[config.mk]
export PLATFORM = sky130hd
export DESIGN_NAME = inst_fetch_flat
export DESIGN_NICKNAME = d
export VERILOG_FILES = /design/src/rtl/inst_fetch_pkg.sv /design/src/rtl/inst_fetch_if.sv /design/src/rtl/inst_fetch.sv /design/src/flat_wrapper.sv
export SDC_FILE = /design/constraint.sdc
export NUM_CORES = 1
export LEC_CHECK = 0
export ABC_AREA = 1
export CAP_MARGIN = 20
export CORE_UTILIZATION = 46
export CTS_CLUSTER_DIAMETER = 100
export DETAILED_ROUTE_END_ITERATION = 8
export HOLD_SLACK_MARGIN = 0.1
export PLACE_DENSITY_LB_ADDON = 0.3
export SLEW_MARGIN = 20
export SYNTH_ARGS = -nofsm -noshare
export SYNTH_HDL_FRONTEND = slang
export SYNTH_SLANG_ARGS = --single-unit
[constraint.sdc]
create_clock -name clk -period 1.8 [get_ports clk]
set_clock_uncertainty 0.05 [all_clocks]
set_input_delay 0.18 -clock clk [delete_from_list [all_inputs] [get_ports clk]]
set_output_delay 0.18 -clock clk [all_outputs]
set_load 0.05 [all_outputs]
[src/rtl/inst_fetch_pkg.sv]
// Shared definitions for the instruction fetch unit: FSM state encoding,
// fault cause codes and the idle/fault NOP instruction word.
package inst_fetch_pkg;

  typedef enum logic [2:0] {
    IFU_IDLE    = 3'd0,
    IFU_REQ     = 3'd1,
    IFU_WAIT    = 3'd2,
    IFU_DELIVER = 3'd3,
    IFU_FAULT   = 3'd4
  } ifu_state_e;

  typedef enum logic [1:0] {
    CAUSE_NONE     = 2'b00,
    CAUSE_MISALIGN = 2'b01,
    CAUSE_TIMEOUT  = 2'b10,
    CAUSE_BUS_ERR  = 2'b11
  } fault_cause_e;

  // addi x0,x0,0
  localparam logic [31:0] IFU_NOP_INST = 32'h0000_0013;

endpackage

[src/rtl/inst_fetch_if.sv]
// Instruction memory read bus: request channel (valid/ready) plus a
// single-beat response channel qualified by mem_resp_valid.
interface inst_fetch_if;

  logic        mem_req_valid;
  logic        mem_req_ready;
  logic [31:0] mem_req_addr;
  logic        mem_resp_valid;
  logic [31:0] mem_resp_data;
  logic        mem_resp_err;

  modport master (
    output mem_req_valid,
    output mem_req_addr,
    input  mem_req_ready,
    input  mem_resp_valid,
    input  mem_resp_data,
    input  mem_resp_err
  );

  modport slave (
    input  mem_req_valid,
    input  mem_req_addr,
    output mem_req_ready,
    output mem_resp_valid,
    output mem_resp_data,
    output mem_resp_err
  );

endinterface

[src/rtl/inst_fetch.sv]
// Instruction fetch unit: one outstanding read per PC, buffered result
// handed to the core over valid/ready, misaligned/timeout/bus faults reported.
module inst_fetch
  import inst_fetch_pkg::*;
#(
  parameter int          TIMEOUT  = 255,
  parameter int          CNT_W    = 8,
  parameter logic [31:0] NOP_INST = IFU_NOP_INST
) (
  input  logic                clk,
  input  logic                rst,
  input  logic [31:0]         pc,
  output logic [31:0]         inst,
  output logic                inst_valid,
  input  logic                inst_ready,
  output logic                inst_fault,
  output logic [1:0]          fault_cause,
  inst_fetch_if.master        mem,
  output logic [31:0]         fetch_count
);

  ifu_state_e   state_q, state_d;
  logic [CNT_W-1:0] cnt_q, cnt_d;
  logic [31:0]  addr_q, addr_d;
  logic [31:0]  data_q, data_d;
  logic         req_vld_q, req_vld_d;
  logic         inst_vld_q, inst_vld_d;
  logic         fault_q, fault_d;
  fault_cause_e cause_q, cause_d;
  logic [31:0]  fcnt_q, fcnt_d;

  always_ff @(posedge clk) begin
    if (rst) begin
      state_q    <= IFU_IDLE;
      cnt_q      <= '0;
      addr_q     <= '0;
      data_q     <= NOP_INST;
      req_vld_q  <= 1'b0;
      inst_vld_q <= 1'b0;
      fault_q    <= 1'b0;
      cause_q    <= CAUSE_NONE;
      fcnt_q     <= '0;
    end else begin
      state_q    <= state_d;
      cnt_q      <= cnt_d;
      addr_q     <= addr_d;
      data_q     <= data_d;
      req_vld_q  <= req_vld_d;
      inst_vld_q <= inst_vld_d;
      fault_q    <= fault_d;
      cause_q    <= cause_d;
      fcnt_q     <= fcnt_d;
    end
  end

  // Next-state logic also computes the next value of every output register,
  // so all outputs change only on the clock edge that enters a state.
  always_comb begin
    state_d    = state_q;
    cnt_d      = cnt_q;
    addr_d     = addr_q;
    data_d     = data_q;
    req_vld_d  = req_vld_q;
    inst_vld_d = inst_vld_q;
    fault_d    = fault_q;
    cause_d    = cause_q;
    fcnt_d     = fcnt_q;

    unique case (state_q)
      IFU_IDLE: begin
        addr_d = {pc[31:2], 2'b00};
        if (pc[1:0] != 2'b00) begin
          state_d    = IFU_FAULT;
          inst_vld_d = 1'b1;
          fault_d    = 1'b1;
          cause_d    = CAUSE_MISALIGN;
          data_d     = NOP_INST;
        end else begin
          state_d   = IFU_REQ;
          req_vld_d = 1'b1;
        end
      end

      IFU_REQ: begin
        if (mem.mem_req_ready) begin
          state_d   = IFU_WAIT;
          req_vld_d = 1'b0;
          cnt_d     = '0;
        end
      end

      IFU_WAIT: begin
        // A response seen together with the last counted cycle beats the timeout.
        if (mem.mem_resp_valid) begin
          inst_vld_d = 1'b1;
          if (mem.mem_resp_err) begin
            state_d = IFU_FAULT;
            fault_d = 1'b1;
            cause_d = CAUSE_BUS_ERR;
            data_d  = NOP_INST;
          end else begin
            state_d = IFU_DELIVER;
            data_d  = mem.mem_resp_data;
          end
        end else if (cnt_q == CNT_W'(TIMEOUT)) begin
          state_d    = IFU_FAULT;
          inst_vld_d = 1'b1;
          fault_d    = 1'b1;
          cause_d    = CAUSE_TIMEOUT;
          data_d     = NOP_INST;
        end else begin
          cnt_d = cnt_q + CNT_W'(1);
        end
      end

      IFU_DELIVER: begin
        if (inst_ready) begin
          state_d    = IFU_IDLE;
          inst_vld_d = 1'b0;
          data_d     = NOP_INST;
          fcnt_d     = fcnt_q + 32'd1;
        end
      end

      IFU_FAULT: begin
        if (inst_ready) begin
          state_d    = IFU_IDLE;
          inst_vld_d = 1'b0;
          fault_d    = 1'b0;
          cause_d    = CAUSE_NONE;
          data_d     = NOP_INST;
        end
      end

      default: begin
        state_d    = IFU_IDLE;
        req_vld_d  = 1'b0;
        inst_vld_d = 1'b0;
        fault_d    = 1'b0;
        cause_d    = CAUSE_NONE;
        data_d     = NOP_INST;
      end
    endcase
  end

  assign inst              = data_q;
  assign inst_valid        = inst_vld_q;
  assign inst_fault        = fault_q;
  assign fault_cause       = cause_q;
  assign mem.mem_req_valid = req_vld_q;
  assign mem.mem_req_addr  = addr_q;
  assign fetch_count       = fcnt_q;

endmodule

[src/flat_wrapper.sv]
// flat-port wrapper written by rule: the top's interface ports become plain ports
module inst_fetch_flat import inst_fetch_pkg::*;
#(
  parameter int          TIMEOUT  = 255,
  parameter int          CNT_W    = 8,
  parameter logic [31:0] NOP_INST = IFU_NOP_INST
)
  (clk, rst, pc, inst, inst_valid, inst_ready, inst_fault, fault_cause, fetch_count, mem_mem_req_valid, mem_mem_req_addr, mem_mem_req_ready, mem_mem_resp_valid, mem_mem_resp_data, mem_mem_resp_err);
  inst_fetch_if mem_i ();
  input  logic clk;
  input  logic rst;
  input  logic [31:0] pc;
  output logic [31:0] inst;
  output logic inst_valid;
  input  logic inst_ready;
  output logic inst_fault;
  output logic [1:0] fault_cause;
  output logic [31:0] fetch_count;
  output wire logic [$bits(mem_i.mem_req_valid)-1:0] mem_mem_req_valid;
  output wire logic [$bits(mem_i.mem_req_addr)-1:0] mem_mem_req_addr;
  input wire logic [$bits(mem_i.mem_req_ready)-1:0] mem_mem_req_ready;
  input wire logic [$bits(mem_i.mem_resp_valid)-1:0] mem_mem_resp_valid;
  input wire logic [$bits(mem_i.mem_resp_data)-1:0] mem_mem_resp_data;
  input wire logic [$bits(mem_i.mem_resp_err)-1:0] mem_mem_resp_err;
  assign mem_mem_req_valid = mem_i.mem_req_valid;
  assign mem_mem_req_addr = mem_i.mem_req_addr;
  assign mem_i.mem_req_ready = mem_mem_req_ready;
  assign mem_i.mem_resp_valid = mem_mem_resp_valid;
  assign mem_i.mem_resp_data = mem_mem_resp_data;
  assign mem_i.mem_resp_err = mem_mem_resp_err;
  inst_fetch #(.TIMEOUT(TIMEOUT), .CNT_W(CNT_W), .NOP_INST(NOP_INST)) u_core (.clk(clk), .rst(rst), .pc(pc), .inst(inst), .inst_valid(inst_valid), .inst_ready(inst_ready), .inst_fault(inst_fault), .fault_cause(fault_cause), .mem(mem_i), .fetch_count(fetch_count));
endmodule
==> results of run 1 <==
==> cells by family after synthesis <==
family          share of synthesized area, %
flops                                   43.9
xor+xnor                               0.524
buf+inv                                 8.40
other cells                           0.0747
fa+ha+maj                              0.498
simple gates                            37.1
compound gates                          9.57
==> cell usage after synthesis, drive strengths merged (2+ instances only) <==
cell type	number
nand2	200
nor2	171
dfxtp	110
inv	71
a21oi	50
nand3	41
o21ai	40
buf	14
clkbuf	14
nand4	14
nor3	6
or2	4
o21bai	3
ha	2
xor2	2
==> state kept, by name, summed over array words and instances (netlist names) <==
name,count
u_core.fault_cause,2
u_core.inst_fault,1
u_core.inst,32
u_core.cnt_q,8
u_core.fetch_count,32
u_core.mem.mem_req_addr,30
u_core.mem.mem_req_valid,1
u_core.inst_valid,1
u_core.state_q,3
==> power by group through the flow <==
| stage | combinational (uW) | clock [uW] | sequential (uW) |
|---|---|---|---|
| floorplan | 1330 | 0 | 4200 |
| global placement | 3460 | 0 | 3100 |
| detailed placement | 3490 | 0 | 3110 |
| CTS | 3530 | 1460 | 3050 |
| global route | 3810 | 1550 | 3100 |
| finish | 3530 | 1420 | 3050 |
==> metrics by stage <==
step	hold slack [ps]	setup TNS [ps]	cell area [um2]	cells	utilization [%]
2_1_floorplan	278	0	5030	748	-
3_3_place_gp	397	-10.8	6790	1039	64.9
3_5_place_dp	402	-232	6790	1039	64.9
4_1_cts	308	0	6980	1057	66.7
5_1_grt	310	-3.70	7060	1058	67.4
6_report	321	0	7060	1058	67.4
==> per-layer routing <==
metal	global-route usage (%)	wire length, um	part of all wire [%]
met1	31.1	6160	45
met4	8.61	276	2.0
met2	40.3	6400	47
met3	2.88	790	5.8
met5	0	0	0
==> area by class of cell <==
| type | instances | area [um2] | area share [%] |
|---|---|---|---|
| multi-input combinational | 541 | 2450 | 34.7 |
| sequential | 110 | 2210 | 31.3 |
| timing repair buffer | 184 | 1780 | 25.3 |
| inverter | 71 | 267 | 3.78 |
| tap | 136 | 170 | 2.41 |
| clock buffer | 10 | 138 | 1.95 |
| clock inverter | 6 | 43.8 | 0.621 |
==> cell usage in the layout (no fill, tap or decap), types with 2 or more instances in the layout <==
master | synthesis | layout
buf_4 | 3 | 34
xor2_1 | 2 | 2
or2_2 | 4 | 4
dlymetal6s2s_1 | 0 | 16
o21bai_1 | 3 | 3
dfxtp_1 | 110 | 105
nor2_1 | 161 | 161
conb_1 | 1 | 2
nand4_1 | 13 | 13
o21ai_0 | 39 | 39
nor2_2 | 6 | 5
dlygate4sd2_1 | 0 | 17
inv_1 | 67 | 67
nand2_4 | 0 | 2
nand3_1 | 38 | 37
clkbuf_8 | 0 | 10
inv_2 | 4 | 4
clkdlybuf4s50_1 | 0 | 113
nand2_1 | 194 | 194
nand3_4 | 2 | 3
nand3_2 | 1 | 3
inv_6 | 0 | 2
nor3_1 | 6 | 6
clkinv_2 | 0 | 3
nand2_2 | 6 | 4
nor2_4 | 4 | 5
dfxtp_2 | 0 | 5
a21oi_1 | 50 | 50
ha_1 | 2 | 2
==> repair_timing <==
action | in CTS | in global routing
endpoints found under the hold margin | 3 | 0
gates resized for setup | 18 | 24
setup buffers | 0 | 0
pin swaps | 0 | 2
endpoints found under the setup margin | 37 | 66
hold buffers | 1 | 0
cloned | 1 | 1
==> final timing paths <==
path,startpoint,endpoint,slack [ps],cells past startpoint
min,mem_mem_resp_data[16],u_core.inst[16],320,3
max,u_core.mem.mem_req_addr[12],mem_mem_req_addr[12],40,1
max reg2reg,u_core.fetch_count[3],u_core.fetch_count[15],140,7
min reg2reg,u_core.inst[26],u_core.inst[26],410,2
==> report_table.html, run 1 <==
<table>
<tr><th>Metric</th><th>Value</th></tr>
<tr><th colspan="2">Power</th></tr>
<tr><td>Switching part of the total power</td><td>a little over two fifths</td></tr>
<tr><td>Combinational fraction of design power</td><td>44.1%</td></tr>
<tr><td>Overall power consumption</td><td>7990 uW</td></tr>
<tr><td>Power density of the placed cells</td><td>about 1100 nW/um2</td></tr>
<tr><td>Leak</td><td>approximately 0.0031 uW</td></tr>
<tr><td>Clock share of power</td><td>17.7%</td></tr>
<tr><td>Power dissipated by switching net loads</td><td>3500 uW</td></tr>
<tr><td>Sequential cell fraction of total power</td><td>a little under two fifths</td></tr>
<tr><td>Internal power consumption</td><td>4490 uW</td></tr>
<tr><td>Peak supply drop</td><td>0.657 mV</td></tr>
<tr><th colspan="2">Final layout</th></tr>
<tr><td>Area growth syn-to-layout</td><td>40.6%</td></tr>
<tr><td>Filler instances</td><td>959</td></tr>
<tr><td>Post-layout net count</td><td>989</td></tr>
<tr><td>Proportion of layout cells with a drive suffix above 1</td><td>9.65%</td></tr>
<tr><td>Final antenna diode count</td><td>0</td></tr>
<tr><th colspan="2">Critical path</th></tr>
<tr><td>CP Max Fanout</td><td>2</td></tr>
<tr><td>Cell family with the largest share of critical-path delay</td><td>buffers and inverters</td></tr>
<tr><td>Critical setup path kind</td><td>reg2out</td></tr>
<tr><td>Cell type of the slowest stage on the worst timing path</td><td>clkdlybuf4s50_1</td></tr>
<tr><td>Arrival time at the worst endpoint</td><td>1530 ps</td></tr>
<tr><td>Worst path required time</td><td>roughly 1600 ps</td></tr>
<tr><td>Endpoint kind of the worst setup timing path</td><td>primary output</td></tr>
<tr><td>Crit path buf inv count</td><td>1</td></tr>
<tr><td>Critical Path Start Type</td><td>flip-flop</td></tr>
<tr><td>Maximum cell stage delay along the critical path</td><td>820 ps</td></tr>
<tr><td>Worst path cell trace</td><td>clkdlybuf4s50_1</td></tr>
<tr><th colspan="2">Synthesis</th></tr>
<tr><td>Main flop type after synthesis</td><td>dfxtp_1</td></tr>
<tr><td>Avg Synthesized Cell Area</td><td>between 6 and 7 um2</td></tr>
<tr><td>Fraction of synthesis flops using an asynchronous set or reset pin</td><td>0%</td></tr>
<tr><td>Combined area of all synthesized cells</td><td>5020 um2</td></tr>
<tr><td>Ranking of synthesized cells by area</td><td>dfxtp_1 (44%), nand2_1 (15%), nor2_1 (12%), inv_1 (5.0%), a21oi_1 (5.0%)</td></tr>
<tr><td>Area fraction of the dominant cell type after synthesis</td><td>43.9%</td></tr>
<tr><td>Syn Inst Count</td><td>around 750</td></tr>
<tr><td>Distinct cells, synth</td><td>30</td></tr>
<tr><td>Sequential fraction of the synthesis area</td><td>a little over two fifths</td></tr>
<tr><td>Number of enable-type register cells in the synthesized netlist</td><td>0</td></tr>
<tr><td>Warnings, synthesis</td><td>0</td></tr>
<tr><td>Post-synthesis cell type with the largest combined area</td><td>dfxtp_1</td></tr>
<tr><td>Number of synthesized register bits</td><td>110</td></tr>
<tr><th colspan="2">GRT</th></tr>
<tr><td>Number of global-route vias before repair</td><td>4568</td></tr>
<tr><td>Largest net degree at the start of global routing</td><td>41</td></tr>
<tr><td>All-Layer GR Usage</td><td>approximately a quarter</td></tr>
<tr><td>Total congestion overflow after global routing</td><td>0</td></tr>
<tr><td>Global-route wire length before repair</td><td>around 22 mm</td></tr>
<tr><td>Antenna violations before repair</td><td>0</td></tr>
<tr><th colspan="2">Detailed routing</th></tr>
<tr><td>Routed WL</td><td>13.6 mm</td></tr>
<tr><td>Remaining routing DRC violations</td><td>0</td></tr>
<tr><td>Remaining number of nets flagged by the antenna check after routing</td><td>0</td></tr>
<tr><td>Vias per Instance</td><td>4.94</td></tr>
<tr><td>Total via count after detailed routing</td><td>around 5200</td></tr>
<tr><td>TritonRoute pass-1 iters</td><td>5</td></tr>
<tr><td>First DRT Iteration DRCs</td><td>340</td></tr>
<tr><td>Routed length per placed instance</td><td>12.9 um</td></tr>
<tr><th colspan="2">Floorplanning</th></tr>
<tr><td>Die Y</td><td>106 um</td></tr>
<tr><td>Initial core utilization</td><td>48.0%</td></tr>
<tr><td>Cell row count</td><td>37</td></tr>
<tr><td>Boundary pin count</td><td>171</td></tr>
<tr><td>Core Box Area</td><td>10500 um2</td></tr>
<tr><td>Die Outline Area</td><td>around 11000 um2</td></tr>
<tr><td>Die width</td><td>106 um</td></tr>
<tr><th colspan="2">Hold path</th></tr>
<tr><td>Type of the tightest min-delay check</td><td>in2reg</td></tr>
<tr><th colspan="2">Timing</th></tr>
<tr><td>Slew at the pin with the worst max-slew slack</td><td>approximately 540 ps</td></tr>
<tr><td>Final period util</td><td>97.9%</td></tr>
<tr><td>Relative slew margins</td><td>64.2%</td></tr>
<tr><td>Number of setup violations in the final report</td><td>0</td></tr>
<tr><td>Post-route worst setup slack</td><td>~38 ps</td></tr>
<tr><td>Maximum frequency from static timing analysis</td><td>567 MHz</td></tr>
<tr><td>Final min period</td><td>1760 ps</td></tr>
<tr><td>Final hold violation count</td><td>0</td></tr>
<tr><td>Final Max Tran Viols</td><td>0</td></tr>
<tr><th colspan="2">CTS</th></tr>
<tr><td>Clk_lat worst skew</td><td>370 ps</td></tr>
<tr><td>CTS tree</td><td>done</td></tr>
<tr><td>Total clock sinks</td><td>110</td></tr>
<tr><td>Number of buffers created by CTS</td><td>9</td></tr>
<tr><td>Max Buffers Root-to-Sink</td><td>2</td></tr>
<tr><td>CTS root buf</td><td>clkbuf_8</td></tr>
<tr><td>Clock transition at the registers of the reported paths</td><td>110 ps</td></tr>
<tr><td>Maximum level of the CTS H-tree</td><td>3</td></tr>
<tr><th colspan="2">Place</th></tr>
<tr><td>RD Place Congestion</td><td>between 0.8 and 0.9</td></tr>
<tr><td>Detailed placer's ending HPWL</td><td>9.80 mm</td></tr>
<tr><td>Count of port buffers added during placement</td><td>about 170</td></tr>
<tr><td>Worst setup slack before clock tree synthesis</td><td>-33.9 ps</td></tr>
<tr><th colspan="2">Job</th></tr>
<tr><td>Max Cap Violations</td><td>0</td></tr>
<tr><th colspan="2">Outcome</th></tr>
<tr><td>Result of the run</td><td>finished clean</td></tr>
</table>
No activity file was read; power rests on OpenSTA's default activity.
==> inputs of run 2 (changes only) <==
--- a/config.mk
+++ b/config.mk
@@ -12,7 +12,7 @@
 export DETAILED_ROUTE_END_ITERATION = 8
 export HOLD_SLACK_MARGIN = 0.1
 export PLACE_DENSITY_LB_ADDON = 0.3
-export SLEW_MARGIN = 20
+export SLEW_MARGIN = 40
 export SYNTH_ARGS = -nofsm -noshare
 export SYNTH_HDL_FRONTEND = slang
 export SYNTH_SLANG_ARGS = --single-unit
==> results of run 2 <==
No change in the layout: final DEF, timing and power equal those of run 1.
